<file path="src/rtl/io_port_if.sv">
// Bus bundle for io_port: core OUT/IN strobes plus both external valid/ready channels.
// The design binds to the slave modport, the core/board side drives through master.
interface io_port_if #(
  parameter int unsigned DATA_W = 16,
  parameter int unsigned DEPTH  = 4
);
  localparam int unsigned CNT_W = $clog2(DEPTH) + 1;

  // OUT path: core push side and external drain side
  logic              out_valid;
  logic [DATA_W-1:0] out_data;
  logic              out_full;
  logic [CNT_W-1:0]  out_count;
  logic              out_overflow;
  logic              ovf_clr;
  logic              ext_out_valid;
  logic [DATA_W-1:0] ext_out_data;
  logic              ext_out_ready;

  // IN path: external producer side and core read side
  logic              in_read;
  logic [DATA_W-1:0] in_data;
  logic              in_avail;
  logic              in_underflow;
  logic              ext_in_valid;
  logic [DATA_W-1:0] ext_in_data;
  logic              ext_in_ready;

  modport slave (
    input  out_valid, out_data, ovf_clr, ext_out_ready,
    input  in_read, ext_in_valid, ext_in_data,
    output out_full, out_count, out_overflow, ext_out_valid, ext_out_data,
    output in_data, in_avail, in_underflow, ext_in_ready
  );

  modport master (
    output out_valid, out_data, ovf_clr, ext_out_ready,
    output in_read, ext_in_valid, ext_in_data,
    input  out_full, out_count, out_overflow, ext_out_valid, ext_out_data,
    input  in_data, in_avail, in_underflow, ext_in_ready
  );
endinterface

</file>
<file path="src/rtl/io_port.sv">
// Peripheral responder for the core's OUT/IN instructions: an output FIFO drained over
// valid/ready, and a single-word input holding register filled over valid/ready.
module io_port #(
  parameter int unsigned DATA_W = 16,
  parameter int unsigned DEPTH  = 4
) (
  input  logic       clk,
  input  logic       rst_n,
  io_port_if.slave   bus
);
  localparam int unsigned PTR_W = $clog2(DEPTH);
  localparam int unsigned CNT_W = $clog2(DEPTH) + 1;

  // ---------------- output FIFO ----------------
  logic [DATA_W-1:0] mem [DEPTH];
  logic [PTR_W-1:0]  rd_ptr;
  logic [PTR_W-1:0]  wr_ptr;
  logic [CNT_W-1:0]  count;
  logic [CNT_W-1:0]  count_nxt;
  logic              full_r;
  logic              valid_r;
  logic              ovf_r;
  logic              push_c;
  logic              pop_c;
  logic              ovf_set_c;

  // Full is the registered start-of-cycle value, so a pop never makes room for a same-cycle push.
  assign push_c    = bus.out_valid & ~full_r;
  assign pop_c     = valid_r & bus.ext_out_ready;
  assign ovf_set_c = bus.out_valid & full_r;

  always_comb begin
    count_nxt = count;
    unique case ({push_c, pop_c})
      2'b10:   count_nxt = count + CNT_W'(1);
      2'b01:   count_nxt = count - CNT_W'(1);
      default: count_nxt = count;
    endcase
  end

  // Count is authoritative for empty/full; pointers wrap freely on the power-of-2 depth.
  always_ff @(posedge clk or negedge rst_n) begin
    if (!rst_n) begin
      rd_ptr  <= '0;
      wr_ptr  <= '0;
      count   <= '0;
      full_r  <= 1'b0;
      valid_r <= 1'b0;
    end else begin
      if (push_c) wr_ptr <= wr_ptr + PTR_W'(1);
      if (pop_c)  rd_ptr <= rd_ptr + PTR_W'(1);
      count   <= count_nxt;
      full_r  <= (count_nxt == CNT_W'(DEPTH));
      valid_r <= (count_nxt != '0);
    end
  end

  // Storage array carries no reset; only slots behind valid pointers are ever observed.
  always_ff @(posedge clk) begin
    if (push_c) mem[wr_ptr] <= bus.out_data;
  end

  // Sticky drop flag; a new drop in the clear cycle keeps it set.
  always_ff @(posedge clk or negedge rst_n) begin
    if (!rst_n)         ovf_r <= 1'b0;
    else if (ovf_set_c) ovf_r <= 1'b1;
    else if (bus.ovf_clr) ovf_r <= 1'b0;
  end

  assign bus.out_full      = full_r;
  assign bus.out_count     = count;
  assign bus.out_overflow  = ovf_r;
  assign bus.ext_out_valid = valid_r;
  assign bus.ext_out_data  = valid_r ? mem[rd_ptr] : '0;

  // ---------------- input holding register ----------------
  logic              avail_r;
  logic              avail_nxt;
  logic [DATA_W-1:0] in_data_r;
  logic [DATA_W-1:0] in_data_nxt;
  logic              udf_r;
  logic              udf_nxt;
  logic              in_ready_r;
  logic              accept_c;

  assign accept_c = bus.ext_in_valid & in_ready_r;

  // Next-state for the holding register; in_data holds through the consuming read.
  always_comb begin
    avail_nxt   = avail_r;
    in_data_nxt = in_data_r;
    udf_nxt     = udf_r;
    if (accept_c) begin
      avail_nxt   = 1'b1;
      in_data_nxt = bus.ext_in_data;
    end else if (bus.in_read) begin
      avail_nxt   = 1'b0;
    end
    if (bus.in_read & ~avail_r) udf_nxt = 1'b1;
    else if (bus.ovf_clr)       udf_nxt = 1'b0;
  end

  always_ff @(posedge clk or negedge rst_n) begin
    if (!rst_n) begin
      avail_r    <= 1'b0;
      in_data_r  <= '0;
      udf_r      <= 1'b0;
      in_ready_r <= 1'b1;
    end else begin
      avail_r    <= avail_nxt;
      in_data_r  <= in_data_nxt;
      udf_r      <= udf_nxt;
      in_ready_r <= ~avail_nxt;
    end
  end

  assign bus.in_data      = in_data_r;
  assign bus.in_avail     = avail_r;
  assign bus.in_underflow = udf_r;
  assign bus.ext_in_ready = in_ready_r;

endmodule

</file>
<file path="src/flat_wrapper.sv">
// flat-port wrapper written by rule: the top's interface ports become plain ports
module io_port_flat 
#(
  parameter int unsigned DATA_W = 16,
  parameter int unsigned DEPTH  = 4
)
  (clk, rst_n, bus_out_valid, bus_out_data, bus_ovf_clr, bus_ext_out_ready, bus_in_read, bus_ext_in_valid, bus_ext_in_data, bus_out_full, bus_out_count, bus_out_overflow, bus_ext_out_valid, bus_ext_out_data, bus_in_data, bus_in_avail, bus_in_underflow, bus_ext_in_ready);
  io_port_if #(.DATA_W(DATA_W), .DEPTH(DEPTH)) bus_i ();
  input  logic clk;
  input  logic rst_n;
  input wire logic [$bits(bus_i.out_valid)-1:0] bus_out_valid;
  input wire logic [$bits(bus_i.out_data)-1:0] bus_out_data;
  input wire logic [$bits(bus_i.ovf_clr)-1:0] bus_ovf_clr;
  input wire logic [$bits(bus_i.ext_out_ready)-1:0] bus_ext_out_ready;
  input wire logic [$bits(bus_i.in_read)-1:0] bus_in_read;
  input wire logic [$bits(bus_i.ext_in_valid)-1:0] bus_ext_in_valid;
  input wire logic [$bits(bus_i.ext_in_data)-1:0] bus_ext_in_data;
  output wire logic [$bits(bus_i.out_full)-1:0] bus_out_full;
  output wire logic [$bits(bus_i.out_count)-1:0] bus_out_count;
  output wire logic [$bits(bus_i.out_overflow)-1:0] bus_out_overflow;
  output wire logic [$bits(bus_i.ext_out_valid)-1:0] bus_ext_out_valid;
  output wire logic [$bits(bus_i.ext_out_data)-1:0] bus_ext_out_data;
  output wire logic [$bits(bus_i.in_data)-1:0] bus_in_data;
  output wire logic [$bits(bus_i.in_avail)-1:0] bus_in_avail;
  output wire logic [$bits(bus_i.in_underflow)-1:0] bus_in_underflow;
  output wire logic [$bits(bus_i.ext_in_ready)-1:0] bus_ext_in_ready;
  assign bus_i.out_valid = bus_out_valid;
  assign bus_i.out_data = bus_out_data;
  assign bus_i.ovf_clr = bus_ovf_clr;
  assign bus_i.ext_out_ready = bus_ext_out_ready;
  assign bus_i.in_read = bus_in_read;
  assign bus_i.ext_in_valid = bus_ext_in_valid;
  assign bus_i.ext_in_data = bus_ext_in_data;
  assign bus_out_full = bus_i.out_full;
  assign bus_out_count = bus_i.out_count;
  assign bus_out_overflow = bus_i.out_overflow;
  assign bus_ext_out_valid = bus_i.ext_out_valid;
  assign bus_ext_out_data = bus_i.ext_out_data;
  assign bus_in_data = bus_i.in_data;
  assign bus_in_avail = bus_i.in_avail;
  assign bus_in_underflow = bus_i.in_underflow;
  assign bus_ext_in_ready = bus_i.ext_in_ready;
  io_port #(.DATA_W(DATA_W), .DEPTH(DEPTH)) u_core (.clk(clk), .rst_n(rst_n), .bus(bus_i));
endmodule
</file>
<file path="config.mk">
export PLATFORM = sky130hd
export DESIGN_NAME = io_port_flat
export DESIGN_NICKNAME = d
export VERILOG_FILES = /design/src/rtl/io_port_if.sv /design/src/rtl/io_port.sv /design/src/flat_wrapper.sv
export SDC_FILE = /design/constraint.sdc
export NUM_CORES = 1
export LEC_CHECK = 0
export CAP_MARGIN = 20
export CORE_MARGIN = 5
export CORE_UTILIZATION = 50
export CTS_CLUSTER_DIAMETER = 100
export CTS_CLUSTER_SIZE = 25
export DETAILED_ROUTE_END_ITERATION = 12
export GPL_TIMING_DRIVEN = 0
export HOLD_SLACK_MARGIN = 0.02
export PLACE_DENSITY = 0.77
export SYNTH_ARGS = -nofsm -noshare
export SYNTH_HDL_FRONTEND = slang
export SYNTH_SLANG_ARGS = --single-unit
</file>
<file path="constraint.sdc">
create_clock -name clk -period 2.2 [get_ports clk]
set_input_delay 0.22 -clock clk [delete_from_list [all_inputs] [get_ports clk]]
set_output_delay 0.22 -clock clk [all_outputs]
set_load 0.005 [all_outputs]
</file>
==> results.yml <==
global_routing:
  grt_pass1_vias: 2126
  grt_max_degree: 19
  antenna_found_initial: 0
  overflow: 0
  grt_usage: 0.154
  grt_pass1_wl_mm: 10.4
drt:
  wl_mm: 6.57
  detail-route-antenna-nets: 0
  vias: 1979
  wl_per_cell_um: 16.6
  vias_per_cell: 5.01
  drc_errors: 0
  first_pass_iters: 4
  drtIter0Drc: 72
floorplanning:
  ios: 80
  fp.dieH_um: 95.7
  die_x_um: 95.7
  die-area_um2: 9170
  initial_utilization: 0.510
  num_rows: 31
  core_area_um2: 7210
clock_tree:
  clock_sinks: 93
  numCtsBuffers: 9
  cts_max_level: 3
  tritoncts: "done"
  insertion_delay_ps: 350
  root_buffer: "clkbuf_8"
  clockBufferDepth: 2
  clkTransAtPathRegs_ps: 80
synthesis:
  seq_area_frac_synth: 0.721
  syn_area_um2: 3680
  ys.warnings.count: 0
  syn_avg_cell_area_um2: 19.0
  syn_inst: 193
  ys_types: 23
  ys_ff_latch: 93
  synth_nets: 238
setup_path:
  r2r-end: "u_core.bus.out_full$_DFF_PN0_"
  critPathLaunch: "u_core.rd_ptr[0]$_DFFE_PN0N_"
  crit_fanout: 4
  setup.worst_path.end: "bus_ext_out_data[6]"
  r2r_cells: 8
  r2r_start: "u_core.bus.out_full$_DFF_PN0_"
  cp.required_ps: 1980
  critPathLaunchType: "flip-flop"
  crit_arrival_ps: 1900
  crit_type: "flip-flop to primary output"
  cp-end-kind: "primary output"
  r2r_slack_ps: 190
final_layout:
  multi_input_area_um2: 928
  layout.cells.non_filler: 395
  final_net_count: 336
  seqCellArea_um2: 2650
  drive_above_1_share: 0.220
  nFillCells: 520
  area_growth_pct: 33.1
  n_antenna_cell: 0
outcome:
  outcome: "finished clean"
power_and_ir_drop:
  power.leakage_uw: 0.00183
  p_per_area_nw_per_um2: 1160
  ir_drop_mv: 0.489
timing:
  finalClockSkew_ps: 10.2
  hold_ws_ps: 273
  drv_slew: 0
  final.min_clock_period_ps: 2120
  relSlewSlack: 0.434
  fin_tns_setup_ps: 0
  worst_pin_slew_ps: 849
  rsz0062_at_grt: "yes"
  hold_viol_final: 0
  finalCritPeriodShare: 0.963
  setup_viol: 0
  max_freq_mhz: 472
place:
  place.gp.congestion: 0.709
  portBuffers: 79
  hpwl_mm: 4.42
  dp.cells: 372
min_path:
  min_path_type: "primary input to async pin"
flow_run:
  cap_violations: 0
-- placed cells by master, fill, tap and decap left out, types with 2 or more instances in the layout --
cell,synthesis,final
dlygate4sd2_1,0,8
nand2_1,5,5
xnor2_1,6,6
dfrtp_1,28,28
clkdlybuf4s15_1,0,5
and2_1,22,19
clkbuf_8,0,9
clkdlybuf4s50_1,0,63
buf_16,0,2
buf_12,1,4
mux4_2,8,13
inv_1,9,9
mux2_2,17,17
ha_1,5,5
clkinv_2,0,2
and2_4,0,3
nor2_1,3,3
mux4_1,8,3
clkbuf_2,0,4
edfxtp_1,64,64
buf_2,3,2
clkinv_1,0,2
buf_4,0,2
o21ai_0,4,4
buf_6,1,3
-- cell type report --
| type | instances | area share |
|---|---|---|
| Clock inverter | 7 | 0.0133 |
| Sequential cell | 93 | 0.541 |
| Clock buffer | 9 | 0.0253 |
| Timing Repair Buffer | 87 | 0.185 |
| Buffer | 7 | 0.0125 |
| Multi-Input combinational cell | 84 | 0.190 |
| Tap cell | 99 | 0.0253 |
| Inverter | 9 | 0.00691 |
-- through the flow --
stage	worst slack (ps)	power (µW)	cell area, µm²	utilization
6_report	82.1	5680	4890	0.678
5_1_grt	-4.93	6010	4890	0.678
4_1_cts	-7.09	5660	4880	0.677
3_5_place_dp	-266	4500	4620	0.640
3_3_place_gp	-217	4450	4590	0.636
2_1_floorplan	262	3530	3680	-
-- where the power goes --
part           internal (µW)  switching [µW]
Combinational           1340             827
Sequential              2280             149
Clock                    520             562
-- state kept, by name (all words and copies together), names as in the netlist --
register	cells
u_core.bus.ext_in_ready	1
u_core.bus.ext_out_valid	1
u_core.bus.in_avail	1
u_core.bus.in_data	16
u_core.bus.in_underflow	1
u_core.bus.out_count	3
u_core.bus.out_full	1
u_core.bus.out_overflow	1
u_core.mem	64
u_core.rd_ptr	2
u_core.wr_ptr	2
-- layer usage --
| metal | up-vias | GRT usage | share of wire |
|---|---|---|---|
| li1 | 912 | - | - |
| met4 | 0 | 0.0533 | 0.015 |
| met3 | 10 | 0.0758 | 0.099 |
| met5 | - | 0 | 0 |
| met2 | 70 | 0.245 | 0.48 |
| met1 | 987 | 0.182 | 0.41 |
-- logic make-up (layout without fill, tap and decap cells) --
| kind of cell | count (synthesis) | after routing | synth area share |
|---|---|---|---|
| AO/OA/AOI/OAI | 6 | 6 | 0.00953 |
| XOR/XNOR | 7 | 7 | 0.0167 |
| adder cells (fa/ha/maj) | 6 | 6 | 0.0225 |
| buffers and inverters | 16 | 119 | 0.0238 |
| flip-flops | 93 | 93 | 0.721 |
| multiplexers | 33 | 33 | 0.158 |
| AND/OR/NAND/NOR | 32 | 32 | 0.0487 |
-- how the worst min path moves through the flow --
stage,end,cells after the start
floorplan,u_core.bus.ext_out_valid$_DFF_PN0_,0
global placement,u_core.bus.in_underflow$_DFFE_PN0P_,1
detailed placement,u_core.bus.in_underflow$_DFFE_PN0P_,1
CTS,u_core.bus.in_data[13]$_DFFE_PN0P_,1
global route,u_core.rd_ptr[0]$_DFFE_PN0N_,1
finish,u_core.rd_ptr[1]$_DFFE_PN0N_,1
-- cells in the mapped netlist, drive strengths merged --
| master | number | share of area |
|---|---|---|
| inv | 9 | 0.0092 |
| fa | 1 | 0.0054 |
| dfstp | 1 | 0.0071 |
| nor2b | 1 | 0.0017 |
| nand2 | 5 | 0.0051 |
| o21ai | 4 | 0.0054 |
| buf | 5 | 0.013 |
| edfxtp | 64 | 0.52 |
| mux2 | 17 | 0.052 |
| nor2 | 3 | 0.0031 |
| mux4 | 16 | 0.11 |
| a32oi | 1 | 0.0024 |
| xor2 | 1 | 0.0024 |
| clkbuf | 2 | 0.0020 |
| nand3 | 1 | 0.0014 |
| xnor2 | 6 | 0.014 |
| dfrtp | 28 | 0.19 |
| ha | 5 | 0.017 |
| and2 | 22 | 0.037 |
| o22ai | 1 | 0.0017 |
-- critical path, stage by stage (launching register included) --
cell           delay (ps)
dfrtp_1               350
buf_6                 140
buf_12                120
mux4_1                530
and2_1                160
dlygate4sd2_1         250
-- repair_timing --
item / CTS / global route
gates resized for setup: 24 / 17
hold buffers: 0 / 0
gates cloned: 1 / 0
endpoints found under the setup margin: 16 / 11
setup buffers: 5 / 1
Power figures use the tool's default switching activity.
